### src/rtl/mcu_rst_pkg.sv
// Shared types and constants for the MCU reset sequencer: FSM encoding, reset-cause bit
// positions and a counter-width helper.
package mcu_rst_pkg;

  typedef enum logic [1:0] {
    StLock = 2'd0,
    StHold = 2'd1,
    StRun  = 2'd2
  } rst_state_e;

  localparam int unsigned NumCauses   = 5;
  localparam int unsigned CauseLock   = 0;
  localparam int unsigned CauseBtn    = 1;
  localparam int unsigned CauseSys    = 2;
  localparam int unsigned CauseLockup = 3;
  localparam int unsigned CauseWdog   = 4;

  localparam logic [NumCauses-1:0] CausePor = 5'b00001;

  // Width of a counter that runs 0..n-1, never narrower than one bit.
  function automatic int unsigned cnt_width(input int unsigned n);
    return (n > 1) ? $clog2(n) : 1;
  endfunction

endpackage

### src/rtl/rst_debounce.sv
// Pushbutton conditioner: 2-flop synchronizer followed by a press/release debouncer that
// emits one btn_evt pulse per qualified press.
module rst_debounce
  import mcu_rst_pkg::*;
#(
  parameter int unsigned DEBOUNCE_CYCLES = 65536
) (
  input  logic clk_i,
  input  logic rst_ni,
  input  logic btn_n_i,
  output logic btn_evt
);

  localparam int unsigned CntW = cnt_width(DEBOUNCE_CYCLES);
  localparam logic [CntW-1:0] CntMax = CntW'(DEBOUNCE_CYCLES - 1);

  logic            btn_meta_q, btn_sync_q;
  logic            armed_q, armed_d;
  logic [CntW-1:0] cnt_q, cnt_d;
  logic            evt;

  // armed_q=1: counting low samples toward a press; armed_q=0: counting high samples to re-arm.
  always_comb begin
    armed_d = armed_q;
    cnt_d   = cnt_q + CntW'(1);
    evt     = 1'b0;
    if (armed_q) begin
      if (btn_sync_q) begin
        cnt_d = '0;
      end else if (cnt_q == CntMax) begin
        evt     = 1'b1;
        armed_d = 1'b0;
        cnt_d   = '0;
      end
    end else begin
      if (!btn_sync_q) begin
        cnt_d = '0;
      end else if (cnt_q == CntMax) begin
        armed_d = 1'b1;
        cnt_d   = '0;
      end
    end
  end

  always_ff @(posedge clk_i or negedge rst_ni) begin
    if (!rst_ni) begin
      btn_meta_q <= 1'b1;
      btn_sync_q <= 1'b1;
      armed_q    <= 1'b1;
      cnt_q      <= '0;
    end else begin
      btn_meta_q <= btn_n_i;
      btn_sync_q <= btn_meta_q;
      armed_q    <= armed_d;
      cnt_q      <= cnt_d;
    end
  end

  assign btn_evt = evt;

endmodule

### src/rtl/mcu_rst_seq.sv
// MCU reset sequencer: waits for a stable PLL lock, holds NRST for a fixed time, then runs;
// run-time reset requests re-enter the hold phase and are logged in rst_cause/rst_count.
module mcu_rst_seq
  import mcu_rst_pkg::*;
#(
  parameter int unsigned LOCK_STABLE     = 1024,
  parameter int unsigned HOLD_CYCLES     = 256,
  parameter int unsigned DEBOUNCE_CYCLES = 65536,
  parameter bit          LOCKUP_RST_EN   = 1'b1
) (
  input  logic                 fpga_clk_in,
  input  logic                 fpga_rst_in,
  input  logic                 pll_locked,
  input  logic                 btn_rst_n,
  input  logic                 sys_reset_req,
  input  logic                 lockup,
  input  logic                 wdog_reset_req,
  output logic                 mcu_nrst,
  output logic                 run,
  output logic [NumCauses-1:0] rst_cause,
  output logic [7:0]           rst_count
);

  localparam int unsigned LockW = cnt_width(LOCK_STABLE);
  localparam int unsigned HoldW = cnt_width(HOLD_CYCLES);
  localparam logic [LockW-1:0] LockMax = LockW'(LOCK_STABLE - 1);
  localparam logic [HoldW-1:0] HoldMax = HoldW'(HOLD_CYCLES - 1);

  logic                 lock_meta_q, lock_sync_q;
  logic                 btn_evt;
  rst_state_e           state_q, state_d;
  logic [LockW-1:0]     lock_cnt_q, lock_cnt_d;
  logic [HoldW-1:0]     hold_cnt_q, hold_cnt_d;
  logic                 nrst_q, nrst_d;
  logic [NumCauses-1:0] cause_q, cause_d;
  logic [7:0]           count_q, count_d;
  logic [NumCauses-1:0] req_vec;

  rst_debounce #(
    .DEBOUNCE_CYCLES(DEBOUNCE_CYCLES)
  ) u_debounce (
    .clk_i  (fpga_clk_in),
    .rst_ni (fpga_rst_in),
    .btn_n_i(btn_rst_n),
    .btn_evt(btn_evt)
  );

  always_comb begin
    req_vec              = '0;
    req_vec[CauseBtn]    = btn_evt;
    req_vec[CauseSys]    = sys_reset_req;
    req_vec[CauseLockup] = lockup & LOCKUP_RST_EN;
    req_vec[CauseWdog]   = wdog_reset_req;
  end

  always_comb begin
    state_d    = state_q;
    lock_cnt_d = lock_cnt_q;
    hold_cnt_d = hold_cnt_q;
    cause_d    = cause_q;
    count_d    = count_q;
    unique case (state_q)
      StLock: begin
        if (!lock_sync_q) begin
          lock_cnt_d = '0;
        end else if (lock_cnt_q == LockMax) begin
          state_d    = StHold;
          lock_cnt_d = '0;
          hold_cnt_d = '0;
        end else begin
          lock_cnt_d = lock_cnt_q + LockW'(1);
        end
      end
      // Requests are deliberately not looked at here, so they cannot extend the hold.
      StHold: begin
        if (!lock_sync_q) begin
          state_d    = StLock;
          lock_cnt_d = '0;
        end else if (hold_cnt_q == HoldMax) begin
          state_d    = StRun;
          hold_cnt_d = '0;
        end else begin
          hold_cnt_d = hold_cnt_q + HoldW'(1);
        end
      end
      StRun: begin
        if (!lock_sync_q) begin
          state_d    = StLock;
          lock_cnt_d = '0;
          cause_d    = CausePor;
          count_d    = (count_q == 8'hff) ? count_q : count_q + 8'd1;
        end else if (|req_vec) begin
          state_d    = StHold;
          hold_cnt_d = '0;
          cause_d    = req_vec;
          count_d    = (count_q == 8'hff) ? count_q : count_q + 8'd1;
        end
      end
      default: begin
        state_d    = StLock;
        lock_cnt_d = '0;
        hold_cnt_d = '0;
      end
    endcase
    nrst_d = (state_d == StRun);
  end

  always_ff @(posedge fpga_clk_in or negedge fpga_rst_in) begin
    if (!fpga_rst_in) begin
      lock_meta_q <= 1'b0;
      lock_sync_q <= 1'b0;
      state_q     <= StLock;
      lock_cnt_q  <= '0;
      hold_cnt_q  <= '0;
      nrst_q      <= 1'b0;
      cause_q     <= CausePor;
      count_q     <= '0;
    end else begin
      lock_meta_q <= pll_locked;
      lock_sync_q <= lock_meta_q;
      state_q     <= state_d;
      lock_cnt_q  <= lock_cnt_d;
      hold_cnt_q  <= hold_cnt_d;
      nrst_q      <= nrst_d;
      cause_q     <= cause_d;
      count_q     <= count_d;
    end
  end

  assign mcu_nrst  = nrst_q;
  assign run       = (state_q == StRun);
  assign rst_cause = cause_q;
  assign rst_count = count_q;

endmodule

### config.mk
export PLATFORM = sky130hd
export DESIGN_NAME = mcu_rst_seq
export DESIGN_NICKNAME = d
export VERILOG_FILES = /design/src/rtl/mcu_rst_pkg.sv /design/src/rtl/rst_debounce.sv /design/src/rtl/mcu_rst_seq.sv
export SDC_FILE = /design/constraint.sdc
export NUM_CORES = 1
export LEC_CHECK = 0
export BUFFER_PORTS_ARGS = -buffer_cell sky130_fd_sc_hd__clkbuf_2
export CORE_MARGIN = 2
export CORE_UTILIZATION = 55
export CTS_BUF_LIST = sky130_fd_sc_hd__clkbuf_8
export DETAILED_ROUTE_END_ITERATION = 10
export GPL_TIMING_DRIVEN = 0
export PLACE_DENSITY = 0.71
export RECOVER_POWER = 25
export SYNTH_ARGS = -nofsm -noshare
export SYNTH_HDL_FRONTEND = slang
export SYNTH_HIERARCHICAL = 1
export SYNTH_SLANG_ARGS = --single-unit
### constraint.sdc
create_clock -name fpga_clk_in -period 5.12 [get_ports fpga_clk_in]
set_clock_uncertainty 0.15 [all_clocks]
set_input_delay 0.512 -clock fpga_clk_in [delete_from_list [all_inputs] [get_ports fpga_clk_in]]
set_output_delay 0.512 -clock fpga_clk_in [all_outputs]
set_load 0.02 [all_outputs]
* Word-level counts from Yosys, hierarchy flattened
Index checks and enable logic that the tools add are counted.
Cells by class: add/sub/neg operators 4, $mul 0, divide/modulo/power cells 0, $lt $le $gt $ge 0, eq/ne operators 14, shift operators 0, multiplexer cells 34, bitwise logic cells 0, reductions and logical operators 5
Operators with widths (number):
- two-way mux 8 bit | 9
- two-way mux 16 bit | 4
- two-way mux 10 bit | 3
- case mux 8 bit (3 select lines) | 1
- case mux 10 bit (2 select lines) | 1
- adder 16 x 1 -> 16 bit (second input constant) | 1
- adder 8 x 1 -> 8 bit (second input constant) | 2
- equality test 16 bit (second input constant) | 1
- equality test 8 bit (second input constant) | 2
- two-way mux 2 bit | 6
- adder 10 x 1 -> 10 bit (second input constant) | 1
- equality test 10 bit (second input constant) | 1
- two-way mux 5 bit | 2
- != test 2 bit (second input constant) | 4
- two-way mux 1 bit | 7
- != test 2 x 1 -> 1 bit (second input constant) | 3
- case mux 2 bit (3 select lines) | 1
- AND reduction 5 bit | 1
- equality test 2 bit (second input constant) | 2
- OR reduction 4 bit | 1
- equality test 2 x 1 -> 1 bit (second input constant) | 1
- logical NOT 2 bit | 1
- AND reduction 2 bit | 1
- OR reduction 2 bit | 1
Word-level totals: register bits 55, bits in latches 0, bits in writable memories 0, memory bits (read-only) 0, input bits 7, output and inout port bits 15, word-level logic and storage cells 69, memories kept 0

* Depth between registers and ports, before layout
depth in word-level cells 9, gate-level depth with buffers 8, gate-level depth less buffers 8

* Modules after synthesis
Netlist, hierarchy kept.
Modules (own cells, without submodules):
- mcu_rst_seq | instances 1, cells an instance 188, area an instance 1955.6 µm², seq. area each 902.1 µm²
- rst_debounce | instances 1, cells an instance 86, area an instance 924.6 µm², seq. area each 479.2 µm²

* Worst setup path before layout
Ideal clock, no wire load.
path kind register -> register, from register u_debounce.cnt_q[0], to register count_q[1], in the netlist rst_count[1], library setup time 0.125 ns, arrival 2.098 ns, data required time 4.845 ns, setup slack 2.747 ns, cell stages (with the launch flop) 8, path buffers 0, cells stage by stage dfrtp_1 > ha_1 > nand4_4 > nor4_4 > and3b_1 > or4_4 > o221ai_4 > mux2_4
On the way: word-level cells in the longest chain between the ends 7
RTL lines:
- from (decl) | line rst_debounce.sv:19 | logic [CntW-1:0] cnt_q, cnt_d;
- from (signal assigned) | line rst_debounce.sv:55 | cnt_q <= cnt_d;
- equality test 16 bit | line rst_debounce.sv:30 | end else if (cnt_q == CntMax) begin
- two-way mux 1 bit | line rst_debounce.sv:30
- two-way mux 1 bit | line rst_debounce.sv:28 | if (btn_sync_q) begin
- two-way mux 1 bit | line rst_debounce.sv:27 | if (armed_q) begin
- net btn_evt | line mcu_rst_seq.sv:30 | logic btn_evt;
- OR reduction 4 bit | line mcu_rst_seq.sv:92 | end else if (|req_vec) begin
- != test 2 x 1 -> 1 bit (no source line)
- AND reduction 2 bit (no source line)
- to (signal assigned) | line mcu_rst_seq.sv:126 | count_q <= count_d;
- to (decl) | line mcu_rst_seq.sv:36 | logic [7:0] count_q, count_d;
The timed path passes the listed nets, and every way through them passes these cells. A chain may end at the register's enable or synchronous reset.

==> flow_summary.json <==
{
  "status": "complete, but fails checks",
  "violated_checks": "max-capacitance violations, max-slew violations",
  "report.final.hold_viol_count": 0,
  "cts_htree_levels": 2,
  "critPathRequiredTime_ps": 4780,
  "layout_worst_path_cycle_share_pct": 55.8,
  "floorplan.die.height_um": 76.4,
  "post-route-util_pct": 62.5,
  "slew_viol_final": 56,
  "cts-resized-gates": 0,
  "final_antenna_net_count": 0,
  "via_count": 2096,
  "grt_setup_unrepaired": "no",
  "power.leakage_nw": 1.37,
  "cpPeakStageDelay_ps": 1980,
  "worstPathMaxFanout": 55,
  "drive_above_1_share_pct": 18.8,
  "min_delay_worst_endpoint": "u_debounce/btn_meta_q$_DFF_PN1_",
  "gp_routability_congestion": 0.799,
  "synthArstFlopShare_pct": 100,
  "path_cells": "clkbuf_1",
  "synth_ff_type": "dfrtp_1",
  "synth_common_cells": "51 x dfrtp_1, 28 x nor2_1, 21 x nand2_1",
  "yosys.cell_count.top_type": "dfrtp_1",
  "cts-root-buf": "clkbuf_8",
  "worst_hold_slack_ps": 127,
  "io_pins": 22,
  "viasPerCell": 5.62,
  "grt_pass1_vias": 2055,
  "max_slew_headroom_at_the_worst_pin_pct": -89.3,
  "grt_pass1_wl_um": 9160,
  "power_report.internal_total_uw": 563,
  "setup.worst_path.end_class": "asynchronous set/reset pin",
  "synthesis.area_um2": 2880,
  "post-route-min-period_ps": 2850,
  "number_of_cells_on_the_worst_reg_to_reg_path": 8,
  "antenna_cells": 0,
  "worstHoldStart": "btn_rst_n",
  "cts_made_buffers": 5,
  "clkSlewWorstSetupHoldPaths_ps": 100,
  "drt_iter0_drc": 103,
  "critical_path.reg2reg.endpoint": "hold_cnt_q[6]$_DFFE_PN0P_",
  "setup.worst_path.start_class": "primary input",
  "setup-tns-final_ps": 0,
  "power.share.clock_pct": 35.3,
  "drt_first_pass_iters": 4,
  "cellPowerDensity_nw_per_um2": 232,
  "floorplan.die.width_um": 76.4,
  "max_cap_viol_count": 1,
  "numClockSinks": 55,
  "synth.top_cell.area_share_pct": 44.3,
  "fin_nets": 317,
  "synth_sequential_area_ratio_pct": 48.0,
  "crit-reg2reg-launch": "u_debounce/cnt_q[0]$_DFF_PN0_",
  "placedInstanceArea_um2": 3070,
  "drc_errors": 0,
  "timing.fmax_mhz": 350,
  "syn-mean-instance-area_um2": 10.5,
  "hold_path_depth": 1,
  "final_worst_setup_slack_ps": 2270,
  "worst_setup_slack_post_dpl_ps": 2500,
  "max-clock-path-buffers": 2,
  "power.net_switching_uw": 172,
  "route.detailed.wl_per_inst_um": 13.7,
  "synthToLayoutAreaGrowth_pct": 10.1,
  "power.share.sequential_pct": 60.6,
  "yosysWarnings": 6,
  "reg2reg_setup_slack_ps": 2470,
  "worst_pin_slew_ps": 2840,
  "setup_viol": 0,
  "buffer_ports.inserted": 21,
  "slowest_stage": "clkbuf_1",
  "post-cts-setup-buffer-count": 0,
  "fp-row-count": 26,
  "grt_antenna_before_repair": 0,
  "critPathTopFamily": "buffers and inverters",
  "nFillCells": 437,
  "floorplan.die_area_um2": 5830,
  "grt_start_max_net_pins": 56,
  "initial_utilization_pct": 56.8,
  "crit_arrival_ps": 2510,
  "crit_buf_inv": 1,
  "route.final.wire_length_um": 5130,
  "cts_hold_buffers": 0,
  "detailed_place_hpwl_um": 3600,
  "grt-ovfl-total": 0,
  "synth_cells": 274,
  "combPwrFrac_pct": 4.1,
  "number_of_enable_type_register_cells_in_the_synthesized_netlist": 0,
  "synth_seq_cells": 55,
  "core_um2": 5070,
  "post-synth-top-area-cell": "dfrtp_1",
  "postLayoutCellArea_um2": 3170,
  "ir_drop_mv": 0.178,
  "tritoncts": "yes",
  "netSwitchingFraction_pct": 23.4,
  "netlist-cell-type-count": 61,
  "ff_latch_area_um2": 1380,
  "min-delay-path-class": "primary input to register",
  "synthesis.nets": 289,
  "synth.area.top_cells": "dfrtp_1 44%, xor2_1 4.3%, dfstp_2 3.6%, nor2_1 3.6%, xnor2_1 3.6%",
  "grt_util_all_layers_pct": 19.0,
  "setup.worst_path.class": "primary input to asynchronous set/reset pin",
  "multi_input_gate_area_um2": 1410,
  "clkLatencyLatePin_ps": 300
}
-- area by class of cell --
class,count,area share (%)
repair buffers,21,3.27
flip-flops and latches,55,43.6
multi-input cells,199,44.6
clock inverters,2,0.552
plain buffers,4,0.789
inverters,16,1.89
clock buffers,6,2.60
well taps,70,2.76
-- worst max path at each step --
stage | start | to | slack [ps] | cells after the start
floorplan | u_debounce/cnt_q[0]$_DFF_PN0_ | rst_count[1]$_DFFE_PN0P_ | 2750 | 7
global route | fpga_rst_in | u_debounce/cnt_q[13]$_DFF_PN0_ | 1540 | 1
global placement | u_debounce/cnt_q[0]$_DFF_PN0_ | hold_cnt_q[6]$_DFFE_PN0P_ | 2530 | 8
CTS | u_debounce/cnt_q[0]$_DFF_PN0_ | hold_cnt_q[6]$_DFFE_PN0P_ | 2450 | 8
detailed placement | u_debounce/cnt_q[0]$_DFF_PN0_ | hold_cnt_q[6]$_DFFE_PN0P_ | 2500 | 8
finish | fpga_rst_in | u_debounce/cnt_q[13]$_DFF_PN0_ | 2270 | 1
-- logic make-up (layout without fill, tap and decap cells) --
family          after synthesis  after routing  synth area share (%)
simple gates                113            113                  22.6
flops                        55             55                  48.0
compound gates               48             48                  13.5
xor+xnor                     26             26                  7.91
buf+inv                      20             49                  2.95
fa+ha+maj                     8              8                  3.48
mux                           4              4                  1.61
-- flip-flops by register name, summed over array words and instances (netlist names), named ones only --
register and cells:
u_debounce/cnt_q 16, lock_cnt_q 10, hold_cnt_q 8, rst_count 8
rst_cause 5, state_q 2, lock_meta_q 1, lock_sync_q 1
mcu_nrst 1, u_debounce/btn_meta_q 1, u_debounce/btn_sync_q 1
-- per-stage QoR --
stage / total power, mW / std cells
final: 0.735 / 373
after global routing: 0.768 / 373
after CTS: 0.747 / 373
after detailed placement: 0.485 / 365
after global placement: 0.484 / 365
after floorplan: 0.468 / 274
-- cells in the final DEF, fill, tap and decap left out, drive strengths merged, types with 2 or more instances in the layout --
cell     netlist  final
o21ai          8      8
nand3         16     16
xnor2         12     12
nor2          28     28
o2bb2ai        7      7
mux2i          2      2
nor3          12     12
nand2         21     21
xor2          14     14
and2           2      2
o31a           2      2
or3            2      2
clkbuf         1     28
a31o           2      2
ha             8      8
a22oi          4      4
o31ai          2      2
buf            3      3
dfrtp         51     51
dfstp          4      4
or4            3      3
and3           4      4
nand4         12     12
o221ai         2      2
nor4           5      5
nand2b         3      3
mux2           2      2
a21oi         10     10
inv           15     17
-- metal layers --
metal	routed length, um	global-route usage, %
met5	0	0
met4	38	5.27
met3	173	4.03
met2	2310	30.1
met1	2600	26.7
-- power by group through the flow --
stage	combinational (mW)	sequential [mW]	clock, mW
floorplan	0.0157	0.453	0
global route	0.0349	0.446	0.287
finish	0.0303	0.445	0.259
detailed placement	0.0316	0.454	0
global placement	0.0310	0.453	0
CTS	0.0317	0.445	0.270
Power figures use the tool's default switching activity.
